## src/rtl/wave_meas.sv

```systemverilog
// wave_meas: single-cycle waveform measurement on an offset-binary sample stream.
// Finds one full cycle between two rising mid-scale crossings, using hysteresis
// thresholds LO/HI, and reports the period in samples, max, min and peak-to-peak
// through a valid/ack handshake. A cycle that does not complete within
// 2^CNT_W-1 samples is reported as a timeout.
//
// Optional build macro WAVE_MEAS_AVG4_EN: one result covers four back-to-back
// cycles. The reported period is the truncated mean of the four cycles, and
// vmax/vmin cover all four cycles.
module wave_meas #(
    parameter int DW    = 14,
    parameter int HYST  = 64,
    parameter int CNT_W = 24
) (
    input  logic             clk,
    input  logic             rst_n,
    input  logic             en,
    input  logic             sample_valid,
    input  logic [DW-1:0]    sample,
    output logic             meas_valid,
    input  logic             meas_ack,
    output logic [CNT_W-1:0] period,
    output logic [DW-1:0]    vmax,
    output logic [DW-1:0]    vmin,
    output logic [DW-1:0]    pk2pk,
    output logic             timeout
);

    localparam int               MID     = 1 << (DW - 1);
    localparam logic [DW-1:0]    LO      = DW'(MID - HYST);
    localparam logic [DW-1:0]    HI      = DW'(MID + HYST);
    localparam logic [CNT_W-1:0] CNT_MAX = '1;

    typedef enum logic [2:0] {
        S_IDLE,
        S_ARM,
        S_WAIT_RISE,
        S_MEAS_LOW,
        S_MEAS_HIGH,
        S_REPORT
    } state_t;

    state_t           state, state_nxt;
    logic [CNT_W-1:0] cnt;
    logic [DW-1:0]    vmax_t, vmin_t;
    logic [CNT_W-1:0] result_period;

    // Decoded per-cycle events shared by the FSM and the datapath.
    logic is_lo, is_hi, cnt_sat;
    logic clr_cnt, do_inc, do_start, do_track, do_end, do_tmo;

`ifdef WAVE_MEAS_AVG4_EN
    logic [CNT_W+1:0] sum, sum_nxt;
    logic [1:0]       cyc;
    logic             do_chain;
`endif

    assign is_lo      = (sample <= LO);
    assign is_hi      = (sample >= HI);
    assign cnt_sat    = (cnt == CNT_MAX);
    assign meas_valid = (state == S_REPORT);

    // Period to latch at the final end crossing: this cycle's count, or the
    // truncated mean of the four accumulated cycles.
`ifdef WAVE_MEAS_AVG4_EN
    assign sum_nxt       = sum + (CNT_W+2)'(cnt) + (CNT_W+2)'(1);
    assign result_period = sum_nxt[CNT_W+1:2];
`else
    assign result_period = cnt + 1'b1;
`endif

    // State register.
    always_ff @(posedge clk) begin
        // NOTE: non-blocking assignments for every register, so all flops
        // update from the same pre-edge values regardless of block ordering.
        if (!rst_n) state <= S_IDLE;
        else        state <= state_nxt;
    end

    // Next-state logic and datapath strobes; timeout wins over a crossing,
    // and en=0 wins over everything except an open handshake.
    always_comb begin
        // NOTE: every output of this block gets a default first; a path that
        // leaves one unassigned would infer a latch.
        state_nxt = state;
        clr_cnt   = 1'b0;
        do_inc    = 1'b0;
        do_start  = 1'b0;
        do_track  = 1'b0;
        do_end    = 1'b0;
        do_tmo    = 1'b0;
`ifdef WAVE_MEAS_AVG4_EN
        do_chain  = 1'b0;
`endif
        case (state)
            S_IDLE: begin
                if (en) state_nxt = S_ARM;
            end
            S_ARM: begin
                if (!en) begin
                    state_nxt = S_IDLE;
                end else if (sample_valid && is_lo) begin
                    clr_cnt   = 1'b1;
                    state_nxt = S_WAIT_RISE;
                end
            end
            S_WAIT_RISE: begin
                if (!en) begin
                    state_nxt = S_IDLE;
                end else if (cnt_sat) begin
                    do_tmo    = 1'b1;
                    state_nxt = S_REPORT;
                end else if (sample_valid) begin
                    if (is_hi) begin
                        clr_cnt   = 1'b1;
                        do_start  = 1'b1;
                        state_nxt = S_MEAS_LOW;
                    end else begin
                        do_inc = 1'b1;
                    end
                end
            end
            S_MEAS_LOW: begin
                if (!en) begin
                    state_nxt = S_IDLE;
                end else if (cnt_sat) begin
                    do_tmo    = 1'b1;
                    state_nxt = S_REPORT;
                end else if (sample_valid) begin
                    do_inc   = 1'b1;
                    do_track = 1'b1;
                    if (is_lo) state_nxt = S_MEAS_HIGH;
                end
            end
            S_MEAS_HIGH: begin
                if (!en) begin
                    state_nxt = S_IDLE;
                end else if (cnt_sat) begin
                    do_tmo    = 1'b1;
                    state_nxt = S_REPORT;
                end else if (sample_valid) begin
                    if (is_hi) begin
`ifdef WAVE_MEAS_AVG4_EN
                        if (cyc == 2'd3) begin
                            do_end    = 1'b1;
                            state_nxt = S_REPORT;
                        end else begin
                            // End of this cycle doubles as start of the next.
                            do_chain  = 1'b1;
                            clr_cnt   = 1'b1;
                            do_track  = 1'b1;
                            state_nxt = S_MEAS_LOW;
                        end
`else
                        do_end    = 1'b1;
                        state_nxt = S_REPORT;
`endif
                    end else begin
                        do_inc   = 1'b1;
                        do_track = 1'b1;
                    end
                end
            end
            S_REPORT: begin
                if (meas_ack) state_nxt = en ? S_ARM : S_IDLE;
            end
            default: state_nxt = S_IDLE;
        endcase
    end

    // Sample counter, min/max trackers and the latched result registers.
    always_ff @(posedge clk) begin
        if (!rst_n) begin
            cnt     <= '0;
            vmax_t  <= '0;
            vmin_t  <= '0;
            period  <= '0;
            vmax    <= '0;
            vmin    <= '0;
            pk2pk   <= '0;
            timeout <= 1'b0;
`ifdef WAVE_MEAS_AVG4_EN
            sum     <= '0;
            cyc     <= '0;
`endif
        end else begin
            // Increment is only requested below CNT_MAX, so cnt never wraps.
            if (clr_cnt)     cnt <= '0;
            else if (do_inc) cnt <= cnt + 1'b1;

            if (do_start) begin
                vmax_t <= sample;
                vmin_t <= sample;
            end else if (do_track) begin
                if (sample > vmax_t) vmax_t <= sample;
                if (sample < vmin_t) vmin_t <= sample;
            end

`ifdef WAVE_MEAS_AVG4_EN
            if (do_start) begin
                sum <= '0;
                cyc <= '0;
            end else if (do_chain) begin
                sum <= sum_nxt;
                cyc <= cyc + 2'd1;
            end
`endif

            if (do_end) begin
                period  <= result_period;
                vmax    <= vmax_t;
                vmin    <= vmin_t;
                pk2pk   <= vmax_t - vmin_t;
                timeout <= 1'b0;
            end else if (do_tmo) begin
                period  <= '0;
                vmax    <= '0;
                vmin    <= '0;
                pk2pk   <= '0;
                timeout <= 1'b1;
            end
        end
    end

endmodule
```

## config.mk

```make
export PLATFORM = sky130hd
export DESIGN_NAME = wave_meas
export DESIGN_NICKNAME = d
export VERILOG_FILES = /design/src/rtl/wave_meas.sv
export SDC_FILE = /design/constraint.sdc
export NUM_CORES = 1
export LEC_CHECK = 0
export ABC_AREA = 1
export ABC_CLOCK_PERIOD_IN_PS = 5200
export BUFFER_PORTS_ARGS = -buffer_cell sky130_fd_sc_hd__buf_2
export CAP_MARGIN = 5
export CORE_ASPECT_RATIO = 1.75
export CORE_MARGIN = 4
export CORE_UTILIZATION = 50
export DETAILED_ROUTE_END_ITERATION = 8
export PLACE_DENSITY = 0.72
export SETUP_SLACK_MARGIN = 0.05
export SYNTH_ARGS = -nofsm -noshare
export SYNTH_HDL_FRONTEND = slang
export SYNTH_SLANG_ARGS = --single-unit
```

## constraint.sdc

```tcl
create_clock -name clk -period 5.2 [get_ports clk]
set_input_delay 1.04 -clock clk [delete_from_list [all_inputs] [get_ports clk]]
set_output_delay 1.04 -clock clk [all_outputs]
set_load 0.005 [all_outputs]
```

==> results.sh, run 1 <==
export IMPL_multi_input_area_sq_um=3630
export IMPL_end_kind="register"
export IMPL_first_iter_violations=270
export IMPL_std_cell_rows=55
export IMPL_period_minus_slack_ps=2790
export IMPL_hpwl_microns=12600
export IMPL_finalCritPeriodShare_pct=53.6
export IMPL_grt_pass1_wl_microns=29500
export IMPL_critical_path_peak_fanout=42
export IMPL_r2r_start="cnt[0]"
export IMPL_status="completed"
export IMPL_cts_max_level=4
export IMPL_gr_total_overflow=0
export IMPL_maxSlewHeadroom_pct=21.8
export IMPL_die_w_microns=94.9
export IMPL_max_freq_mhz=359
export IMPL_setup_violations=0
export IMPL_cts_buffer_depth=2
export IMPL_grt_max_degree=69
export IMPL_p_int_uw=1820
export IMPL_postSynthRegisterBits=122
export IMPL_vias=6393
export IMPL_path_class="register to register"
export IMPL_drt_first_pass_iters=5
export IMPL_fillers=1318
export IMPL_regArea_sq_um=2440
export IMPL_vdd_drop_max_uv=241
export IMPL_synth_area_leaders="dfxtp_1, nand2_1, a21oi_1"
export IMPL_tns_ps=0
export IMPL_synth_top_area_share_pct=36.9
export IMPL_clock_skew_ps=7.00
export IMPL_post_cts_resized=0
export IMPL_p_comb_share_pct=8.4
export IMPL_startpoint="cnt[0]"
export IMPL_hold_viol_final=0
export IMPL_start_kind="register"
export IMPL_rr_worst_depth=12
export IMPL_rsz0062_at_grt="false"
export IMPL_p_leak_uw=0.00346
export IMPL_timing_final_max_slew_violations=0
export IMPL_synth_edf_count=0
export IMPL_globalplace_congestion=0.954
export IMPL_die_h_microns=160
export IMPL_worstPathArrival_ps=3130
export IMPL_clock_root_buffer="clkbuf_16"
export IMPL_yosysUniqueCellTypes=32
export IMPL_dpl_cell_area_sq_um=7080
export IMPL_drv_cap=0
export IMPL_critPathCapture="period[22]"
export IMPL_clk_pin_slew_worst_paths_ps=60
export IMPL_synth_seq_area_share_pct=36.9
export IMPL_synthCells=976
export IMPL_synth_nets=1037
export IMPL_clock_power_share_pct=52.5
export IMPL_wl_per_cell_microns=14.2
export IMPL_hold_path_class="register to register"
export IMPL_cts_setup_buffers=0
export IMPL_start_util_pct=51.1
export IMPL_routed_wl_microns=17500
export IMPL_routed_via_density=5.20
export IMPL_critPathRequiredTime_ps=5540
export IMPL_avgSynthCellArea_sq_um=6.78
export IMPL_cts_tree="done"
export IMPL_die_area_sq_um=15200
export IMPL_final_area_sq_um=7710
export IMPL_antenna_found_initial=0
export IMPL_clkSinkCount=122
export IMPL_grtUsageTotal_pct=24.3
export IMPL_syn_to_final_growth_pct=16.7
export IMPL_p_seq_share_pct=39.1
export IMPL_numCtsBuffers=17
export IMPL_synth_top_area_cell="dfxtp_1"
export IMPL_utilization_pct=59.6
export IMPL_nets=1106
export IMPL_synth_commonest_cells="nand2_1, dfxtp_1, a21oi_1"
export IMPL_synthArstFlopShare_pct=0
export IMPL_clock_latency_ps=420
export IMPL_cts_hold_buf=0
export IMPL_portBuffers=86
export IMPL_io_pins=87
export IMPL_drive_gt1_share_pct=13.4
export IMPL_reg2reg_to="period[22]"
export IMPL_coreArea_sq_um=12900
export IMPL_powerDensity_nw_per_um2=316
export IMPL_grt_pass1_vias=6353
export IMPL_drc=0
export IMPL_tightest_slew_ps=1170
export IMPL_synth_most_common_cell="nand2_1"
export IMPL_antenna_cells=0
export IMPL_yosys_warnings=0
export IMPL_hp_start="period[10]"
export IMPL_r2r_slack_ps=2410
export IMPL_p_sw_share_pct=25.2
export IMPL_synthFlopType="dfxtp_1"
export IMPL_power_switching_uw=614
export IMPL_postRouteAntennaNets=0
export IMPL_synthesis_area_sq_um=6610
## per-stage QoR
| step | setup slack, ps | hold WS, ps | cells | power, uW |
|---|---|---|---|---|
| finish | 2410 | 454 | 1229 | 2430 |
| global route | 2090 | 474 | 1229 | 2530 |
| CTS | 2350 | 458 | 1229 | 2450 |
| detailed placement | 2140 | 449 | 1197 | 1170 |
| global placement | 2200 | 445 | 1197 | 1170 |
| floorplan | 2710 | 440 | 976 | 1120 |
## cell usage in the layout (no fill, tap or decap), types with 3 or more instances in the layout
cell	netlist	routed
o21ai_0	8	8
a21oi_1	119	119
xnor2_1	10	10
inv_6	0	5
nor3_1	11	11
nand2_1	300	300
nor2_2	4	3
nand3_1	72	72
inv_1	91	91
o21a_1	3	3
ha_1	41	41
clkbuf_16	0	17
nand4_1	15	15
xor2_1	12	12
o21bai_1	4	4
bufinv_16	0	4
nor2_1	101	101
buf_2	16	86
dfxtp_1	122	122
nand2_2	5	5
or2_2	7	7
## state kept, by name, summed over array words and instances, names as in the netlist
register / flops
cnt: 24
period: 24
pk2pk: 14
vmax: 14
vmax_t: 14
vmin: 14
vmin_t: 14
state: 3
timeout: 1
## worst max-delay path, cell delays in order (launching register included)
cell and delay [ps]:
dfxtp_1 370, ha_1 190, nand2_1 70, nor2_2 240, nand2_2 110, nor2_2 170
nand2_2 130, nand2_2 120, nor3_4 50, nor2_4 500, buf_4 480, nand2_1 90
a21oi_1 150
## kinds of logic after synthesis
| logic type | after synthesis | synth area share [%] |
|---|---|---|
| compound gates | 137 | 10.7 |
| xor+xnor | 22 | 2.91 |
| fa+ha+maj | 42 | 8.06 |
| buf+inv | 131 | 8.31 |
| flops | 122 | 36.9 |
| simple gates | 522 | 33.1 |
## per-layer routing
metal | vias to the layer above | track usage, % | share of wire [%]
met1 | 2902 | 25.2 | 38
met4 | 0 | 14.4 | 4.6
met5 | - | 0 | 0
met2 | 159 | 44.3 | 53
met3 | 52 | 3.91 | 3.9
li1 | 3280 | - | -
## area by class of cell
class                   instances  area share (%)
repair buffers                 88            5.77
well taps                     171            2.77
clock buffers                  17            5.51
clock inverters                15            2.76
flip-flops and latches        122            31.7
multi-input cells             723            47.0
inverters                      93            4.52
## how the worst min path moves through the flow
stage,to,cells past startpoint
final,period[10],2
after global routing,period[5],2
after CTS,period[1],2
after detailed placement,period[1],2
after global placement,period[10],2
after floorplan,cnt[3],2
## power groups by stage
stage | sequential (uW) | clock [uW] | combinational [uW]
2_1_floorplan | 969 | 0 | 153
3_3_place_gp | 971 | 0 | 199
3_5_place_dp | 972 | 0 | 202
4_1_cts | 951 | 1300 | 205
5_1_grt | 952 | 1340 | 238
6_report | 951 | 1280 | 205
No activity file was read; power rests on OpenSTA's default activity.
==> inputs of run 2 (changes only) <==
Settings changed: ABC_CLOCK_PERIOD_IN_PS 5200 to 2500, PLACE_DENSITY 0.72 to 0.74.
Clock period 5.2 ns to 2.5 ns, I/O delays scaled along.
==> run 2 against run 1 <==
- final cell count increased by 2.1%
- first-iteration DRC count is 20% higher
- utilization rose by 1.6 points
- die area is the same
- critical path depth shrank 1
- maximum frequency rose by 29%
- highest routed layer unchanged
- via count is 3.1% higher
- worst hold slack about the same
- flip-flop and latch count did not move
- global-route usage up 0.16 points
==> results.sh, run 2 (same netlist as run 1, synthesis figures left out) <==
export IMPL_postRouteAntennaNets=0
export IMPL_cts_tree="done"
export IMPL_drive_gt1_share_pct=15.4
export IMPL_clock_latency_ps=410
export IMPL_top_regs="cnt: 24 flops, period: 24 flops"
export IMPL_clkSinkCount=122
export IMPL_routed_wl_microns=17900
export IMPL_r2r_start="cnt[0]"
export IMPL_utilization_pct=61.2
export IMPL_dpl_cell_count=1224
export IMPL_r2r_slack_ps=340
export IMPL_antenna_cells=0
export IMPL_critical_path_peak_fanout=52
export IMPL_critPathSlowestCell="dfxtp_1"
export IMPL_fillers=1288
export IMPL_path_class="register to register"
export IMPL_grtUsageTotal_pct=24.5
export IMPL_start_util_pct=51.1
export IMPL_vias=6592
export IMPL_finalCritPeriodShare_pct=86.4
export IMPL_hold_path_class="register to register"
export IMPL_die_w_microns=94.9
export IMPL_clk_pin_slew_worst_paths_ps=50
export IMPL_finalPower_uw=4980
export IMPL_tns_ps=0
export IMPL_antenna_found_initial=0
export IMPL_timing_final_max_slew_violations=0
export IMPL_cts_setup_buffers=0
export IMPL_end_kind="register"
export IMPL_vdd_drop_max_uv=448
export IMPL_clock_skew_ps=8.42
export IMPL_hpwl_microns=13600
export IMPL_first_iter_violations=323
export IMPL_nets=1133
export IMPL_coreArea_sq_um=12900
export IMPL_grt_max_degree=53
export IMPL_clock_root_buffer="clkbuf_16"
export IMPL_grt_pass1_wl_microns=29400
export IMPL_powerDensity_nw_per_um2=629
export IMPL_instances_no_fill=1255
export IMPL_max_freq_mhz=463
export IMPL_p_leak_uw=0.00360
export IMPL_reg2reg_to="pk2pk[4]"
export IMPL_use_met1_pct=24.2
export IMPL_syn_to_final_growth_pct=19.8
export IMPL_critPathRequiredTime_ps=2770
export IMPL_grt_busiest_layer="met2"
export IMPL_cts_buffer_depth=2
export IMPL_setup_violations=0
export IMPL_std_cell_rows=55
export IMPL_gr_total_overflow=0
export IMPL_critPathCapture="pk2pk[4]"
export IMPL_startpoint="cnt[0]"
export IMPL_drt_first_pass_iters=5
export IMPL_rsz0062_at_grt="false"
export IMPL_die_h_microns=160
export IMPL_numCtsBuffers=17
export IMPL_cts_max_level=4
export IMPL_drv_cap=0
export IMPL_portBuffers=86
export IMPL_period_minus_slack_ps=2160
export IMPL_final_cell_mix="nand2_1, dfxtp_1, a21oi_1"
export IMPL_met2_usage_pct=45.5
export IMPL_crit_chain="ha_1 > nand2_1 > nor2_2 > nand3_1 > inv_1 > nand4_1 > a21oi_1 > nor2_4 > buf_12 > nand2_1 > a21oi_1"
export IMPL_grt_pass1_vias=6396
export IMPL_hold_viol_final=0
export IMPL_tightest_slew_ps=576
export IMPL_routed_via_density=5.25
export IMPL_start_kind="register"
export IMPL_worstPathArrival_ps=2430
export IMPL_wl_per_cell_microns=14.3
export IMPL_drc=0
export IMPL_status="completed"
export IMPL_globalplace_congestion=0.952
export IMPL_use_met3_pct=3.91
export IMPL_rr_worst_depth=11
export IMPL_final_common_cell="nand2_1"
export IMPL_die_area_sq_um=15200
export IMPL_maxSlewHeadroom_pct=61.5
export IMPL_io_pins=87
export IMPL_critical_path_max_stage_delay_ps=370
run 2: critical path: cells and delay by family (launching register included):
family                     cells  cell delay (ps)
buffers and inverters          2              330
adders and majority gates      1              200
AOI/OAI and AO/OA              2              380
DFF                            1              370
and+or+nand+nor                6              710
run 2: metal layers:
metal / share of wire, % / vias up
li1: - / 3327
met1: 35 / 3002
met2: 55 / 199
met3: 4.4 / 64
met4: 5.4 / 0
met5: 0 / -
run 2: what timing repair did:
action	in CTS	in global routing
hold buffers	0	0
setup endpoints to repair	0	5
resized for setup	0	1
run 2: cell type report:
class | count | area [sq um] | share of cell area, %
multi-input combinational | 723 | 3630 | 45.8
sequential | 122 | 2440 | 30.8
timing repair buffer | 115 | 673 | 8.50
clock buffer | 24 | 502 | 6.33
inverter | 93 | 349 | 4.41
tap | 171 | 214 | 2.70
clock inverter | 7 | 113 | 1.42
run 2: power by group:
group          switching, uW  internal [uW]  leakage (uW)
Combinational            300            156       0.00232
Clock                    856           1690      0.000302
Sequential              16.1           1960      0.000983
run 2: worst min path at each step:
stage	start	end	slack, ps	cells after the start
floorplan	cnt[3]	cnt[3]	440	2
global placement	period[8]	period[8]	450	2
detailed placement	period[9]	period[9]	450	2
CTS	period[9]	period[9]	460	2
global route	vmax[10]	vmax[10]	470	2
finish	period[9]	period[9]	450	2
run 2: per-stage QoR:
| stage | hold slack, ps | cell area, sq um | worst slack, ps |
|---|---|---|---|
| 2_1_floorplan | 440 | 6610 | 549 |
| 5_1_grt | 473 | 7920 | 123 |
| 4_1_cts | 457 | 7920 | 281 |
| 3_5_place_dp | 449 | 7300 | 213 |
| 6_report | 454 | 7920 | 339 |
| 3_3_place_gp | 445 | 7300 | 237 |
